`src/rtl/karatsuba_seq_ctrl_pkg.sv`:
```
// Shared definitions for the sequential carry-less Karatsuba multiplier.
//
// Contents:
//   MAX_N      - widest operand the recombination helper supports
//   state_t    - controller states IDLE -> LO -> HI -> MID -> DONE
//   recombine  - XOR/shift merge of the three half-width partial products
package karatsuba_seq_ctrl_pkg;

  localparam int MAX_N = 64;

  typedef enum logic [2:0] {
    IDLE = 3'd0,
    LO   = 3'd1,
    HI   = 3'd2,
    MID  = 3'd3,
    DONE = 3'd4
  } state_t;

  // Karatsuba over GF(2): the middle term is mid*mid with lo and hi
  // cancelled out by XOR, because there are no carries to undo.
  // Partial products arrive zero-extended to MAX_N bits.
  // n is the full operand width, so the middle term shifts by n/2.
  function automatic logic [2*MAX_N-1:0] recombine(
    input logic [MAX_N-1:0] p_lo,
    input logic [MAX_N-1:0] p_hi,
    input logic [MAX_N-1:0] p_mid,
    input int               n
  );
    logic [2*MAX_N-1:0] lo_x;
    logic [2*MAX_N-1:0] hi_x;
    logic [2*MAX_N-1:0] mid_x;
    lo_x  = {{MAX_N{1'b0}}, p_lo};
    hi_x  = {{MAX_N{1'b0}}, p_hi};
    mid_x = {{MAX_N{1'b0}}, p_mid ^ p_lo ^ p_hi};
    return (hi_x << n) ^ lo_x ^ (mid_x << (n / 2));
  endfunction

endpackage

```
`src/rtl/karatsuba_seq_ctrl_clmul.sv`:
```
// Purely combinational W x W carry-less (GF(2)) multiplier.
//
// Ports:
//   a, b : W-bit polynomials, bit i = coefficient of x^i
//   p    : 2W-bit product a*b over GF(2)
module gf2_clmul_core #(
  parameter int W = 8
) (
  input  logic [W-1:0]   a,
  input  logic [W-1:0]   b,
  output logic [2*W-1:0] p
);

  always_comb begin
    p = '0;
    for (int i = 0; i < W; i++) begin
      if (b[i]) begin
        p = p ^ ({{W{1'b0}}, a} << i);
      end
    end
  end

endmodule

```
`src/rtl/karatsuba_seq_ctrl.sv`:
```
// Multi-cycle carry-less Karatsuba multiplier. One half-width core is
// reused for the lo*lo, hi*hi and mid*mid partial products, and the
// products are then merged into a 2N-bit result.
//
// Ports:
//   clk, rst_n           : clock, synchronous active-low reset
//   in_valid / in_ready  : operand handshake (in_ready only in IDLE)
//   a, b                 : N-bit operands
//   out_valid / out_ready: result handshake
//   out                  : 2N-bit carry-less product, held after consumption
//   busy                 : high whenever the controller is not IDLE
module karatsuba_seq_ctrl
  import karatsuba_seq_ctrl_pkg::*;
#(
  parameter int N = 16
) (
  input  logic           clk,
  input  logic           rst_n,
  input  logic           in_valid,
  output logic           in_ready,
  input  logic [N-1:0]   a,
  input  logic [N-1:0]   b,
  output logic           out_valid,
  input  logic           out_ready,
  output logic [2*N-1:0] out,
  output logic           busy
);

  localparam int H = N / 2;

  if ((N % 2) != 0 || N < 4 || N > MAX_N) begin : g_bad_n
    $error("karatsuba_seq_ctrl: N must be even, >= 4 and <= MAX_N");
  end

  state_t         state;
  logic [N-1:0]   a_r;
  logic [N-1:0]   b_r;
  logic [N-1:0]   p_lo;
  logic [N-1:0]   p_hi;
  logic [H-1:0]   core_a;
  logic [H-1:0]   core_b;
  logic [2*H-1:0] core_p;

  assign in_ready = (state == IDLE);
  assign busy     = (state != IDLE);

  // Idle and done states feed zeros so the core does not toggle needlessly.
  always_comb begin
    core_a = '0;
    core_b = '0;
    case (state)
      LO: begin
        core_a = a_r[H-1:0];
        core_b = b_r[H-1:0];
      end
      HI: begin
        core_a = a_r[N-1:H];
        core_b = b_r[N-1:H];
      end
      MID: begin
        core_a = a_r[N-1:H] ^ a_r[H-1:0];
        core_b = b_r[N-1:H] ^ b_r[H-1:0];
      end
      default: begin
        core_a = '0;
        core_b = '0;
      end
    endcase
  end

  gf2_clmul_core #(.W(H)) u_core (
    .a (core_a),
    .b (core_b),
    .p (core_p)
  );

  // The mid product is not stored: it is folded into the result on the
  // same edge it is produced, which saves one N-bit register.
  always_ff @(posedge clk) begin
    if (!rst_n) begin
      state     <= IDLE;
      a_r       <= '0;
      b_r       <= '0;
      p_lo      <= '0;
      p_hi      <= '0;
      out       <= '0;
      out_valid <= 1'b0;
    end else begin
      case (state)
        IDLE: begin
          if (in_valid) begin
            a_r   <= a;
            b_r   <= b;
            state <= LO;
          end
        end
        LO: begin
          p_lo  <= core_p;
          state <= HI;
        end
        HI: begin
          p_hi  <= core_p;
          state <= MID;
        end
        MID: begin
          out       <= (2*N)'(recombine(MAX_N'(p_lo), MAX_N'(p_hi),
                                        MAX_N'(core_p), N));
          out_valid <= 1'b1;
          state     <= DONE;
        end
        DONE: begin
          if (out_valid && out_ready) begin
            out_valid <= 1'b0;
            state     <= IDLE;
          end
        end
        default: begin
          out_valid <= 1'b0;
          state     <= IDLE;
        end
      endcase
    end
  end

endmodule
```
`config.mk`:
```
export PLATFORM = sky130hd
export DESIGN_NAME = karatsuba_seq_ctrl
export DESIGN_NICKNAME = d
export VERILOG_FILES = /design/src/rtl/karatsuba_seq_ctrl_pkg.sv /design/src/rtl/karatsuba_seq_ctrl_clmul.sv /design/src/rtl/karatsuba_seq_ctrl.sv
export SDC_FILE = /design/constraint.sdc
export NUM_CORES = 1
export LEC_CHECK = 0
export ABC_AREA = 1
export BUFFER_PORTS_ARGS = -buffer_cell sky130_fd_sc_hd__buf_4
export CORE_ASPECT_RATIO = 0.75
export CORE_MARGIN = 1
export CORE_UTILIZATION = 35
export CTS_CLUSTER_SIZE = 25
export DETAILED_ROUTE_END_ITERATION = 8
export SETUP_SLACK_MARGIN = 0.4
export SLEW_MARGIN = 10
export SYNTH_ARGS = -nofsm -noshare
export SYNTH_HDL_FRONTEND = slang
export SYNTH_SLANG_ARGS = --single-unit
export TNS_END_PERCENT = 5
```
`constraint.sdc`:
```
create_clock -name clk -period 4.5 [get_ports clk]
set_clock_uncertainty 0.1 [all_clocks]
set_input_delay 1.125 -clock clk [delete_from_list [all_inputs] [get_ports clk]]
set_output_delay 1.125 -clock clk [all_outputs]
set_load 0.02 [all_outputs]
```
==> impl_metrics.csv, run 1 <==
group,metric,value,unit
outcome,status,"finished clean",
setup_path,cp-startpoint,"state[0]",
timing,setup_viol,0,
timing,tightest_slew,0.844,ns
floorplanning,design.core.area,0.0153,mm²
drt,ant_nets,0,
drt,drtIter0Drc,319,
power,total_power,3.07,mW
floorplanning,io_pins,71,
timing,slew_violations,0,
clock_network,cts_num_sinks,97,
global_routing,grt_max_degree,62,
placement,dp_cells,1056,
drt,viasPerCell,4.71,
synthesis,syn-cell-area,0.00549,mm²
finish,fillers,1615,
synthesis,synthDominantCellAreaShare,0.353,
floorplanning,die_area,0.0162,mm²
setup_path,startpoint_type,"flip-flop",
synthesis,synth_fp_nets,849,
synthesis,synth_mux_area_frac,0,
synthesis,synth.distinct_cells,35,
power,p_switching,1.20,mW
drt,routed_wl,13700,µm
synthesis,synth-edff-count,0,
timing,rsz0062_at_grt,"no",
synthesis,synth-seq-area-share,0.353,
clock_network,clk_pin_slew_worst_paths,0.06,ns
power,p_int,1.87,mW
setup_path,critical_path_class,"reg -> out",
setup_path,critPathCaptureType,"primary output",
synthesis,synth-compound-area-share,0.142,
finish,area_delta_synth_final,17.0,%
finish,multi_input_area,0.00305,mm²
setup_path,crit_path_end,"in_ready",
timing,worst_hold_slack,0.373,ns
timing,worst_slack,1.59,ns
timing,max_slew_margin,0.437,
synthesis,yosys_register_bits,97,
power,power.density_cell_area,478,mW/mm²
synthesis,synth_fa_ha_area_frac,0,
placement,dpl.hpwl,9710,µm
power,p_leak,2.88,nW
global_routing,grt_util_all_layers,0.181,
finish,n_antenna_cell,0,
power,power_frac_clock,0.245,
finish,fin_util,0.421,
timing,fin_setup_tns,0,ns
placement,portBuffers,69,
timing,hold_viol,0,
clock_network,cts_tree,"yes",
setup_path,cp.required,3.27,ns
power,worst_ir_drop_vdd,0.271,mV
placement,pre_cts_ws,1.64,ns
global_routing,antenna_found_initial,0,
synthesis,synthFlopType,"dfxtp_1",
clock_network,cts_setup_buffers,0,
flow_run,maxCapViolCount,0,
timing,min_period,2.91,ns
finish,ff_latch_area,0.00194,mm²
setup_path,reg2reg_to,"out[11]",
finish,fin_nets,898,
drt,wl_per_cell,12.8,µm
finish,drive_gt1_frac,0.144,
global_routing,grt-ovfl-total,0,
setup_path,worst_ep_arrival_time,1.69,ns
clock_network,cts_root_buffer,"clkbuf_16",
finish,finalNonFillerCells,1072,
synthesis,synthTopCellsByArea,"dfxtp_1 35%, nand2_1 15%, nand3_1 6.8%",
setup_path,rrSetupSlack,1.61,ns
drt,num_vias,5052,
setup_path,path_max_fanout,40,
synthesis,yosysTopAreaCell,"dfxtp_1",
global_routing,grt_pass1_wl,23600,µm
floorplanning,die_h,111,µm
setup_path,r2r_start,"state[0]",
floorplanning,rows,39,
floorplanning,start_util,0.360,
synthesis,synth_top_family_by_area,"simple AND/OR/NAND/NOR gates",
drt,drc,0,
synthesis,synth_most_common_cell,"nand2_1",
clock_network,hold_buffers,0,
placement,post_dp_cell_area,0.00614,mm²
power,combinationalPowerShare,0.374,
synthesis,synthArstFlopShare,0,
power,p_seq_frac,0.381,
synthesis,synth_simple_gate_area_frac,0.313,
clock_network,htree_num_levels,3,
floorplanning,die_w,147,µm
hold_path,hp-class,"reg -> reg",
synthesis,synthCells,813,
clock_network,tritoncts.num_buffers,9,
drt,drtPass1Iterations,5,
power,swShare,0.390,
synthesis,ys.warnings.count,0,
setup_path,r2r_cells,11,
timing,fmax,344,MHz
synthesis,synth_area_per_cell,6.76,µm²
global_routing,grt_pass1_vias,4740,
clock_network,clockBufferDepth,2,
finish,final_area,0.00643,mm²
clock_network,ctsResizeCount,0,
timing,post-route-period-util,0.647,
placement,gp_congestion,0.854,
synthesis,synth_xor_area_frac,0.0970,
clock_network,worstSkewPairLatency,0.35,ns
synthesis,synthTopCellsByCount,"217 x nand2_1, 97 x dfxtp_1, 84 x inv_1, 75 x nand3_1, 70 x a21oi_1",
==> layer usage <==
metal | up-vias | part of all wire | GRT usage
met5 | - | 0 | 0
met4 | 0 | 0.017 | 0.0542
met3 | 14 | 0.055 | 0.0384
met2 | 121 | 0.41 | 0.266
met1 | 2236 | 0.52 | 0.263
li1 | 2681 | - | -
==> layout by cell type, fill, tap and decap left out, types with 2 or more instances in the layout <==
master     count
xor2_1        28
nor2_4         2
inv_1         84
clkbuf_16      9
nor2_1        43
nand2_1      217
dfxtp_1       97
xnor2_1       31
clkbuf_1       5
nand2_4       10
nand2_2       12
buf_4         74
o21ai_1        6
a21oi_1       70
nand3_1       75
inv_2          3
nand3_2        9
o21bai_1       3
o21ai_0       63
o211ai_1       4
nand4_1        5
clkinv_1       4
==> registers in the layout, indices dropped and copies added, names as in the netlist <==
signal / count
p_hi: 15
out: 31
out_valid: 1
p_lo: 15
b_r: 16
a_r: 16
state: 3
==> area by class of cell <==
cell class,count,area share
clock buffer,14,0.0380
timing repair buffer,74,0.0864
tap,205,0.0399
multi-input combinational,589,0.474
inverter,91,0.0532
sequential,97,0.302
clock inverter,2,0.00604
==> worst max-delay path, stage by stage (launching register included) <==
cell,delay (ns)
dfxtp_1,0.29
buf_4,0.24
nor2_1,0.18
nand2_1,0.15
inv_2,0.27
buf_4,0.20
==> worst min path at each step <==
stage               cells past startpoint  endpoint  slack (ns)    start
floorplan                               2   a_r[15]        0.34  a_r[15]
finish                                  2   b_r[15]        0.37  b_r[15]
detailed placement                      2   b_r[15]        0.36  b_r[15]
CTS                                     2   b_r[15]        0.37  b_r[15]
global route                            2   b_r[15]        0.39  b_r[15]
global placement                        2    a_r[8]        0.36   a_r[8]
==> cells by family (layout without fill, tap and decap cells) <==
group	after synthesis	after routing
AOI/OAI and AO/OA	150	150
xor gates and xnor gates	60	60
buffers and inverters	127	181
DFF	97	97
other	1	1
and+or+nand+nor	378	378
==> power groups by stage <==
stage	Combinational (mW)	Sequential (mW)	Clock, mW
global route	1.30	1.20	0.806
detailed placement	1.15	1.19	0
finish	1.15	1.17	0.753
floorplan	0.848	1.20	0
CTS	1.15	1.17	0.769
global placement	1.13	1.19	0
(Power assumes the default switching activity.)
==> inputs of run 2 (changes only) <==
- clock period: 4.5 -> 2.61 ns (I/O delays scaled with it)
==> impl_metrics.csv, run 2 (same netlist as run 1, synthesis figures left out) <==
group,metric,value,unit
outcome,status,"finished clean",
clock_network,cts_tree,"yes",
timing,max_slew_margin,0.618,
clock_network,worstSkewPairLatency,0.35,ns
floorplanning,design.core.area,0.0153,mm²
global_routing,grt_pass1_wl,24800,µm
placement,dp_cells,1062,
floorplanning,io_pins,71,
power,p_int,3.55,mW
setup_path,startpoint_type,"flip-flop",
drt,num_vias,5400,
finish,regMostFlops,"out",
finish,finalNonFillerCells,1099,
power,p_switching,2.28,mW
timing,worst_slack,0.405,ns
setup_path,critPathCaptureType,"flip-flop",
power,total_power,5.83,mW
finish,fin_util,0.452,
floorplanning,die_w,147,µm
drt,routed_wl,15600,µm
global_routing,grt_pass1_vias,4977,
drt,drc,0,
setup_path,slowest_delay,0.39,ns
placement,pre_cts_ws,0.191,ns
hold_path,hp-class,"reg -> reg",
setup_path,cp.required,2.76,ns
finish,largest_reg_flops,31,
global_routing,grt-ovfl-total,0,
power,p_seq_frac,0.351,
floorplanning,rows,39,
finish,layout_common_cells,"196 x nand2_1, 94 x dfxtp_1, 90 x buf_4",
power,worst_ir_drop_vdd,0.560,mV
finish,n_antenna_cell,0,
timing,post-route-period-util,0.845,
setup_path,critical_path_class,"reg -> reg",
placement,dpl.hpwl,10100,µm
setup_path,slowest_stage,"dfxtp_4",
finish,area_delta_synth_final,25.6,%
timing,setup_viol,0,
floorplanning,die_h,111,µm
timing,hold_viol,0,
setup_path,worst_ep_arrival_time,2.36,ns
setup_path,critical_path.cell_chain,"inv_4, nand2_4, nor2_4, buf_6, nand2_1, nand2_4, buf_4, nand2_1, xor2_2, inv_1, nand3_1, nand3_1, nand3_1, nand2_1, inv_1",
finish,fillers,1609,
global_routing,grt_max_degree,40,
timing,tightest_slew,0.572,ns
timing,rsz0062_at_grt,"yes",
finish,final_common_cell,"nand2_1",
finish,fin_nets,926,
drt,ant_nets,0,
placement,portBuffers,69,
placement,gp_congestion,0.843,
floorplanning,die_area,0.0162,mm²
drt,viasPerCell,4.91,
drt,wl_per_cell,14.2,µm
floorplanning,start_util,0.360,
global_routing,grt_util_all_layers,0.189,
flow_run,maxCapViolCount,0,
finish,final_area,0.00690,mm²
timing,min_period,2.20,ns
timing,worst_hold_slack,0.369,ns
clock_network,cts_num_sinks,97,
clock_network,clockBufferDepth,2,
setup_path,path_max_fanout,8,
power,combinationalPowerShare,0.396,
timing,fmax,454,MHz
timing,fin_setup_tns,0,ns
power,swShare,0.391,
power,power.density_cell_area,844,mW/mm²
global_routing,antenna_found_initial,0,
drt,drtPass1Iterations,5,
clock_network,htree_num_levels,3,
power,p_leak,3.12,nW
clock_network,clk_pin_slew_worst_paths,0.07,ns
finish,drive_gt1_frac,0.218,
timing,slew_violations,0,
placement,post_dp_cell_area,0.00620,mm²
power,power_frac_clock,0.253,
clock_network,tritoncts.num_buffers,9,
drt,drtIter0Drc,319,
finish,top_regs,"out (31), a_r (16), b_r (16)",
clock_network,cts_root_buffer,"clkbuf_16",
==> run 2: cell types whose count changed in the layout (fill, tap and decap cells not counted), moves of 4 or more <==
cell      change
buf_4        +16
buf_6         +4
clkbuf_1      -4
nand2_1      -21
nand2_2      +23
nand3_1       -5
nand3_2       +5
xnor2_1       -4
xnor2_2       +4
==> run 2: final timing paths <==
kind             from  endpoint  slack (ns)  depth (start not counted)
min            b_r[8]    b_r[8]        0.37                          2
min reg2reg    b_r[8]    b_r[8]        0.37                          2
max reg2reg  state[2]   out[18]        0.41                         15
max          state[2]   out[18]        0.41                         15
==> run 2: metal layers <==
metal / share of wire / track usage
met5: 0 / 0
met4: 0.016 / 0.0451
met3: 0.050 / 0.0314
met2: 0.44 / 0.302
met1: 0.49 / 0.263
==> run 2: layout make-up <==
type                            count  area, µm²  area share
Clock buffer                       11        243      0.0352
Clock inverter                      4       76.3      0.0111
Inverter                           91        349      0.0506
Multi-Input combinational cell    594       3240       0.469
Sequential cell                    97       1950       0.283
Tap cell                          205        256      0.0372
Timing Repair Buffer               97        786       0.114
==> run 2: what timing repair did <==
| action | in CTS | in global routing |
|---|---|---|
| buffers inserted | 8 | 8 |
| hold buffers | 0 | 0 |
| resized for setup | 8 | 50 |
| endpoints found under the setup margin | 34 | 37 |
| pin swaps | 3 | 20 |
| cloned | 1 | 5 |
==> run 2: critical path: cells and delay by family, from the launching register on <==
family | cells | cell delay (ns)
AND/OR/NAND/NOR | 9 | 0.96
buffers and inverters | 5 | 0.48
flip-flops | 1 | 0.39
XOR/XNOR | 1 | 0.17
==> run 2: power by group through the flow <==
stage	Clock [mW]	Sequential, mW	Combinational (mW)
after floorplan	0	2.08	1.46
after global placement	0	2.06	2.01
after detailed placement	0	2.05	2.04
after CTS	1.50	2.03	2.14
after global routing	1.55	2.08	2.57
final	1.47	2.05	2.30
